`src/rtl/ternary_pkg.sv`:
```
// Shared definitions for the ternary serial adder: trit encoding,
// trit decode helper and the word-sequencing state enum.
package ternary_pkg;

  localparam logic [1:0] TRIT_0   = 2'b00;
  localparam logic [1:0] TRIT_1   = 2'b01;
  localparam logic [1:0] TRIT_2   = 2'b10;
  localparam logic [1:0] TRIT_INV = 2'b11;

  typedef enum logic {
    S_RUN   = 1'b0,
    S_CARRY = 1'b1
  } state_t;

  // Decode an encoded trit to its numeric value; the invalid code reads as 0.
  function automatic logic [1:0] trit_val(input logic [1:0] t);
    logic [1:0] v;
    case (t)
      TRIT_0:  v = 2'd0;
      TRIT_1:  v = 2'd1;
      TRIT_2:  v = 2'd2;
      default: v = 2'd0;
    endcase
    return v;
  endfunction

endpackage

```
`src/rtl/ternary_full_adder.sv`:
```
// Single-trit ternary full adder: sum = (a + b + cin) mod 3, cout = carry.
module ternary_full_adder
  import ternary_pkg::*;
(
  input  logic [1:0] a,
  input  logic [1:0] b,
  input  logic       cin,
  output logic [1:0] sum,
  output logic       cout
);

  logic [2:0] total;

  // Raw sum is 0..5; fold values of 3 and above back into one trit plus carry.
  always_comb begin
    total = {1'b0, trit_val(a)} + {1'b0, trit_val(b)} + {2'b00, cin};
    if (total >= 3'd3) begin
      sum  = 2'(total - 3'd3);
      cout = 1'b1;
    end else begin
      sum  = total[1:0];
      cout = 1'b0;
    end
  end

endmodule

```
`src/rtl/ternary_serial_adder.sv`:
```
// Digit-serial adder for unsigned ternary words, LS trit first.
// Each word of N input trits yields N+1 output trits; the last one is the
// final carry and is flagged with out_last.
// Optional macro TERN_INVALID_CHECK_EN: when defined, a 2'b11 operand trit on
// an accepted beat sets the sticky err flag (the trit still adds as 0).
//
// Handshake: a beat moves on an interface when valid && ready are both high
// at a rising edge. The producer keeps in_* stable while in_valid && !in_ready;
// this block keeps out_* stable while out_valid && !out_ready. The single
// output register may be drained and refilled in the same cycle.
module ternary_serial_adder
  import ternary_pkg::*;
#(
  parameter int MAX_TRITS = 8,
  parameter int IDX_W     = $clog2(MAX_TRITS + 1)
) (
  input  logic             clk,
  input  logic             rst,
  input  logic             in_valid,
  output logic             in_ready,
  input  logic [1:0]       in_a,
  input  logic [1:0]       in_b,
  input  logic             in_last,
  output logic             out_valid,
  input  logic             out_ready,
  output logic [1:0]       out_sum,
  output logic             out_last,
  output logic [IDX_W-1:0] out_idx,
  output logic             err
);

  localparam logic [IDX_W-1:0] LAST_IDX = IDX_W'(MAX_TRITS - 1);

  state_t           state, state_d;
  logic             carry, carry_d;
  logic [IDX_W-1:0] count, count_d;
  logic             out_free;
  logic             accept;
  logic             load_carry;
  logic [1:0]       fa_sum;
  logic             fa_cout;

  ternary_full_adder u_fa (
    .a    (in_a),
    .b    (in_b),
    .cin  (carry),
    .sum  (fa_sum),
    .cout (fa_cout)
  );

  assign out_free   = !out_valid || out_ready;
  assign in_ready   = (state == S_RUN) && out_free;
  assign accept     = in_valid && in_ready;
  assign load_carry = (state == S_CARRY) && out_free;

  // State, carry and trit count registers.
  always_ff @(posedge clk) begin
    if (rst) begin
      state <= S_RUN;
      carry <= 1'b0;
      count <= '0;
    end else begin
      state <= state_d;
      carry <= carry_d;
      count <= count_d;
    end
  end

  // Next-state: a word ends on in_last or when the trit budget is used up.
  always_comb begin
    state_d = state;
    carry_d = carry;
    count_d = count;
    if (accept) begin
      carry_d = fa_cout;
      count_d = count + IDX_W'(1);
      if (in_last || count == LAST_IDX) begin
        state_d = S_CARRY;
      end
    end else if (load_carry) begin
      carry_d = 1'b0;
      count_d = '0;
      state_d = S_RUN;
    end
  end

  // Output register: load a sum trit or the carry trit, else drain.
  always_ff @(posedge clk) begin
    if (rst) begin
      out_valid <= 1'b0;
      out_sum   <= TRIT_0;
      out_last  <= 1'b0;
      out_idx   <= '0;
    end else if (accept) begin
      out_valid <= 1'b1;
      out_sum   <= fa_sum;
      out_last  <= 1'b0;
      out_idx   <= count;
    end else if (load_carry) begin
      out_valid <= 1'b1;
      out_sum   <= {1'b0, carry};
      out_last  <= 1'b1;
      out_idx   <= count;
    end else if (out_ready) begin
      out_valid <= 1'b0;
    end
  end

`ifdef TERN_INVALID_CHECK_EN
  // Sticky flag for any invalid operand trit seen on an accepted beat.
  always_ff @(posedge clk) begin
    if (rst) begin
      err <= 1'b0;
    end else if (accept && (in_a == TRIT_INV || in_b == TRIT_INV)) begin
      err <= 1'b1;
    end
  end
`else
  assign err = 1'b0;
`endif

endmodule

```
`config.mk`:
```
export PLATFORM = sky130hd
export DESIGN_NAME = ternary_serial_adder
export DESIGN_NICKNAME = d
export VERILOG_FILES = /design/src/rtl/ternary_pkg.sv /design/src/rtl/ternary_full_adder.sv /design/src/rtl/ternary_serial_adder.sv
export SDC_FILE = /design/constraint.sdc
export NUM_CORES = 1
export LEC_CHECK = 0
export BUFFER_PORTS_ARGS = -buffer_cell sky130_fd_sc_hd__buf_2
export CELL_PAD_IN_SITES_DETAIL_PLACEMENT = 1
export CELL_PAD_IN_SITES_GLOBAL_PLACEMENT = 1
export CORE_UTILIZATION = 39
export CTS_CLUSTER_DIAMETER = 60
export DETAILED_ROUTE_END_ITERATION = 8
export GPL_TIMING_DRIVEN = 1
export HOLD_SLACK_MARGIN = 0.15
export MAX_ROUTING_LAYER = met4
export PLACE_DENSITY = 0.8
export SYNTH_ARGS = -nofsm -noshare
export SYNTH_HDL_FRONTEND = slang
export SYNTH_SLANG_ARGS = --single-unit
```
`constraint.sdc`:
```
create_clock -name clk -period 6.25 [get_ports clk]
set_input_delay 0.3125 -clock clk [delete_from_list [all_inputs] [get_ports clk]]
set_output_delay 0.3125 -clock clk [all_outputs]
set_load 0.02 [all_outputs]
```
## Word level (Yosys, flattened, before mapping)

Index checks and enable logic that the tools add are counted.

- Register bits: 14
- Bits of input ports: 9
- Word-level logic and storage cells: 46

- Add/sub/neg operators: 4
- Order comparisons: 1
- Eq/ne operators: 6
- Multiplexer cells: 17
- Bitwise logic cells: 1
- Reduce and logical (&&, ||, !) cells: 10

Operators with widths:

| cell | count |
|---|---|
| 2-to-1 mux 4 bit | 4 |
| 2-to-1 mux 1 bit | 8 |
| case mux 2 bit (2 select lines) | 2 |
| 2-to-1 mux 2 bit | 3 |
| adder 4 x 1 -> 4 bit, second input constant | 1 |
| == test 2 x 1 -> 1 bit, second input constant | 2 |
| == test 2 bit, second input constant | 2 |
| == test 4 x 3 -> 1 bit, second input constant | 1 |
| adder 2 x 2 -> 3 bit | 1 |
| adder 3 x 1 -> 3 bit | 1 |
| greater-or-equal comparator 3 x 2 -> 1 bit, second input constant | 1 |
| logical AND 1 bit | 3 |
| nonzero test 3 bit | 1 |
| logical OR 1 bit | 2 |
| != test 2 x 1 -> 1 bit, second input constant | 1 |
| AND reduction 2 bit | 1 |
| nonzero test 2 bit | 1 |
| OR reduction 2 bit | 1 |
| subtractor 2 bit, second input constant | 1 |
| logical NOT 1 bit | 1 |
| NOT 1 bit | 1 |

## Longest topological paths before layout

- Word-level depth: 7
- Mapped depth: 8
- Depth with buffers taken out: 8

## Modules after synthesis

Synthesis repeated with hierarchy kept, for this count alone.

- Cells, all modules: 88
- Area total of the unflattened synthesis: 738.2 sq um

Modules (own cells, without submodules):

| module | instances | cells each | area an instance (sq um) | sequential area each (sq um) |
|---|---|---|---|---|
| ternary_serial_adder | 1 | 75 | 611.8 | 280.3 |
| ternary_full_adder | 1 | 13 | 126.4 | 0.0 |

## Least setup slack after synthesis

OpenSTA, ideal clock, no wires.

- Kind: input port to flip-flop
- From: input in_b[0]
- To: register out_sum[0]
- Arrival: 2.194 ns
- Path slack: 3.986 ns
- Stages on the path: 8
- Cells stage by stage: nor2b_1 fa_1 fa_1 ha_1 or3_1 a21oi_1 nand2_1 a21oi_1

- Longest elaborated chain between the ends: 7
- Elaborated cells on any way between the ends: 9
- Classes of those cells: 3 x add/sub; 1 x order compare; 2 x eq/ne; 3 x mux

RTL lines:

| element | RTL line | RTL |
|---|---|---|
| start: declaration | ternary_serial_adder.sv:22 | `input logic [1:0] in_b,` |
| == test 2 bit / == test 2 x 1 -> 1 bit (equally long branches) | ternary_pkg.sv:18 | `case (t)` |
| case mux 2 bit (2 select lines) (*) | ternary_pkg.sv:18 |  |
| adder 2 x 2 -> 3 bit (*) | ternary_full_adder.sv:16 | `total = {1'b0, trit_val(a)} + {1'b0, trit_val(b)} + {2'b00, cin};` |
| adder 3 x 1 -> 3 bit (*) | ternary_full_adder.sv:16 |  |
| greater-or-equal comparator 3 x 2 -> 1 bit / subtractor 2 bit (equally long branches) | ternary_full_adder.sv:17, ternary_full_adder.sv:18 |  |
| 2-to-1 mux 2 bit (*) | ternary_full_adder.sv:17 | `if (total >= 3'd3) begin` |
| 2-to-1 mux 2 bit (*) | ternary_serial_adder.sv:94 | `end else if (accept) begin` |
| end signal: assignment | ternary_serial_adder.sv:96 | `out_sum <= fa_sum;` |
| end signal: assignment | ternary_serial_adder.sv:101 | `out_sum <= {1'b0, carry};` |
| end: declaration | ternary_serial_adder.sv:26 | `output logic [1:0] out_sum,` |

Mark *: on every way between the ends. The rest lies on a longest branch, timed or not.
A chain may end at the register's enable or synchronous reset.

## Worst setup path in the final report

- From: register carry
- To: register out_sum[0]

- Longest elaborated chain between the ends: 4
- Elaborated cells on any way between the ends: 6
- Classes of those cells: 2 x add/sub; 1 x order compare; 3 x mux

RTL lines:

| element | RTL line | RTL |
|---|---|---|
| start: declaration | ternary_serial_adder.sv:35 | `logic carry, carry_d;` |
| start signal: assignment | ternary_serial_adder.sv:64 | `carry <= carry_d;` |
| adder 3 x 1 -> 3 bit | ternary_full_adder.sv:16 |  |
| greater-or-equal comparator 3 x 2 -> 1 bit / subtractor 2 bit (equally long branches) | ternary_full_adder.sv:17, ternary_full_adder.sv:18 |  |
| 2-to-1 mux 2 bit | ternary_full_adder.sv:17 |  |
| 2-to-1 mux 2 bit (*) | ternary_serial_adder.sv:94 |  |

Mark *: on every way between the ends. The rest lies on a longest branch, timed or not. The select of a mux whose other input is x is not followed.

==> metrics.md <==
| Metric | Value |
|---|---|
| # hold bufs at CTS | 0 |
| Final Cycle Share | 37.3% |
| Run status | finished, final reports clean |
| Post-CTS Setup Inserts | 0 |
| First drt pass iteration count | 6 |
| Clock power share | 31.9% |
| Finished Layout Cells | 113 |
| Row count | 14 |
| Die area | 1950 um2 |
| Pwr Density | 256 nW/um2 |
| Core Area | 1580 um2 |
| Post-DR wirelength/cell | 13.7 um |
| Startpoint Class | flop |
| Sequential share of power | 47.6% |
| Syn nets | 93 |
| Min cycle time layout | 2.33 ns |
| Post-Syn Area | 694 um2 |
| Starting density of the core | 44.0% |
| Die Ht | 44.2 um |
| Netlist cell types | 30 |
| Pre-CTS WS | 3.76 ns |
| Synthesis Warnings | 0 |
| Global-route wire length before repair | 2.59 mm |
| CP Max Fanout | 3 |
| Slew headroom | 58.0% |
| CTS Buf Count | 3 |
| Vias in the first global route | 620 |
| Reg area | 280 um2 |
| Overall Global Routing Usage | 19.4% |
| P_int | 0.147 mW |
| Nets | 111 |
| Fillcell total | 207 |
| Switching share of power | 29.0% |
| Via density | 5.69 |
| Commonest non-fill, non-tap cell in the layout | buf_2 |
| Seq/Total Area, Yosys | 40.4% |
| Maxcap violations | 0 |
| Placed Instance Area | 772 um2 |
| Crit path DAT | 2.55 ns |
| Crit path kind | reg -> reg |
| Final Cell Area | 808 um2 |
| CP required | 6.47 ns |
| Die W | 44.2 um |
| CTS root buffer | clkbuf_4 |
| Number of H-tree levels | 1 |
| Largest net degree at the start of global routing | 15 |
| Overflow after GRT | 0 |
| Area grow syn2layout | 16.4% |
| PortBufs | 17 |
| WL final | 1.55 mm |
| CTS resizes | 0 |
| Gpl congestion | 0.761 |
| Final Setup Violations | 0 |
| Final Hold Vio Count | 0 |
| Synth Instances | 80 |
| RSZ-0062 raised after global routing | false |
| Post-DRT Antenna Nets | 0 |
| Final design utilization | 51.3% |
| Post-route DRC | 0 |
| Max Fclk | 429 MHz |
| Share of post-route cells with drive strength above 1 | 23.7% |
| Final setup skew | 0.00118 ns |
| Measured slew at the worst slew-check pin | 0.625 ns |
| Register clock-pin slew on the reported worst setup and hold paths | 0.09 ns |
| Register bit total from synthesis | 14 |
| Placed insts | 109 |
| Max clock buf depth | 2 |
| ANT cells | 0 |
| Commonest non-fill, non-tap cells in the layout | 17 x buf_2, 15 x nand2_1, 14 x dfxtp_1 |
| Peak supply drop | 118 uV |
| Static leakage | 0.340 nW |
| HP Class | in -> reg |
| Initial antenna violation count | 0 |
| Vias | 643 |
| Fin Hold WS | 0.319 ns |
| Clock Sinks | 14 |
| I/O Pins | 19 |
| Pwr Total | 0.207 mW |
| Multi-input logic area | 387 um2 |
| Crit. End Element | flop |
| Psw | 0.0600 mW |
| Combinational Power Share | 20.5% |
| DRT iter0 DRCs | 21 |
| Post-synthesis area per instance | 8.68 um2 |
| DP HPWL | 1.15 mm |
| Max-slew violation count | 0 |
| CTS tree | done |
| Setup ws final | 3.92 ns |
| Setup_tns | 0 ns |
| Latest clock arrival within the worst-skew pair | 0.28 ns |
==> Yosys cell counts <==
| cell type | count | share of area (%) |
|---|---|---|
| a31oi_1 | 1 | 0.90 |
| nor2b_1 | 4 | 3.6 |
| conb_1 | 1 | 0.54 |
| nor3b_4 | 1 | 2.7 |
| ha_1 | 2 | 3.6 |
| clkbuf_1 | 1 | 0.54 |
| o21ai_1 | 1 | 0.72 |
| nand2b_1 | 1 | 0.90 |
| a41oi_1 | 1 | 1.3 |
| nand2_1 | 15 | 8.1 |
| a311oi_1 | 1 | 1.3 |
| buf_2 | 1 | 0.72 |
| o21ai_0 | 1 | 0.72 |
| buf_6 | 1 | 1.6 |
| or3_1 | 1 | 0.90 |
| nand3b_1 | 1 | 1.1 |
| a21oi_1 | 9 | 6.5 |
| nand3_1 | 1 | 0.72 |
| a32oi_1 | 1 | 1.3 |
| dfxtp_1 | 14 | 40 |
| fa_1 | 2 | 5.8 |
| o211ai_1 | 1 | 1.1 |
| nor2_1 | 8 | 4.3 |
| nor3b_1 | 1 | 1.1 |
| nor2b_4 | 1 | 2.0 |
| buf_4 | 1 | 1.1 |
| a211o_1 | 1 | 1.3 |
| nor3_1 | 3 | 2.2 |
| or4_1 | 1 | 1.1 |
| a22oi_1 | 2 | 2.2 |
==> power groups by stage <==
stage | logic, mW | registers [mW] | clock network, mW
after floorplan | 0.0283 | 0.103 | 0
after global placement | 0.0403 | 0.100 | 0
after detailed placement | 0.0424 | 0.101 | 0
after CTS | 0.0428 | 0.0985 | 0.0681
after global routing | 0.0479 | 0.0994 | 0.0699
final | 0.0424 | 0.0985 | 0.0661
==> cell families after synthesis <==
kind of cell | count (synthesis) | synth area share (%)
buffers and inverters | 4 | 3.96
flip-flops | 14 | 40.4
AO/OA/AOI/OAI | 19 | 17.1
adder cells (fa/ha/maj) | 4 | 9.37
AND/OR/NAND/NOR | 38 | 28.6
other | 1 | 0.540
==> worst max-delay path, cell delays in order (launching register included) <==
cell	delay, ns
dfxtp_1	0.35
fa_1	0.44
fa_1	0.49
ha_1	0.24
or3_1	0.37
a21oi_1	0.16
nand2_1	0.07
a21oi_1	0.14
==> final timing paths <==
path                            slack (ns)  depth (start not counted)                 endpoint                     from
worst max-delay path                  3.92                          7  out_sum[0]$_SDFFE_PP0P_       carry$_SDFFE_PP0P_
worst min-delay path                  0.32                          3   out_valid$_SDFFE_PP0P_                 in_valid
worst max register to register        3.92                          7  out_sum[0]$_SDFFE_PP0P_       carry$_SDFFE_PP0P_
worst min register to register        0.47                          2  out_idx[0]$_SDFFE_PP0P_  out_idx[0]$_SDFFE_PP0P_
==> sequential cells by signal, summed over array words and instances (netlist names) <==
name / flops
count: 4
out_idx: 4
out_sum: 2
carry: 1
out_last: 1
out_valid: 1
state: 1
==> area by class of cell <==
| class | instances | share of cell area (%) |
|---|---|---|
| Clock buffer | 4 | 4.49 |
| Multi-Input combinational cell | 62 | 47.8 |
| Sequential cell | 14 | 34.7 |
| Tap cell | 16 | 2.48 |
| Timing Repair Buffer | 17 | 10.5 |
==> per-layer routing <==
layer,global-route usage (%),up-vias,share of wire [%]
met4,10.9,0,2.2
met2,30.9,16,48
li1,-,313,-
met3,5.31,4,4.6
met5,-,-,0
met1,21.7,310,45
No activity file was read; power rests on OpenSTA's default activity.
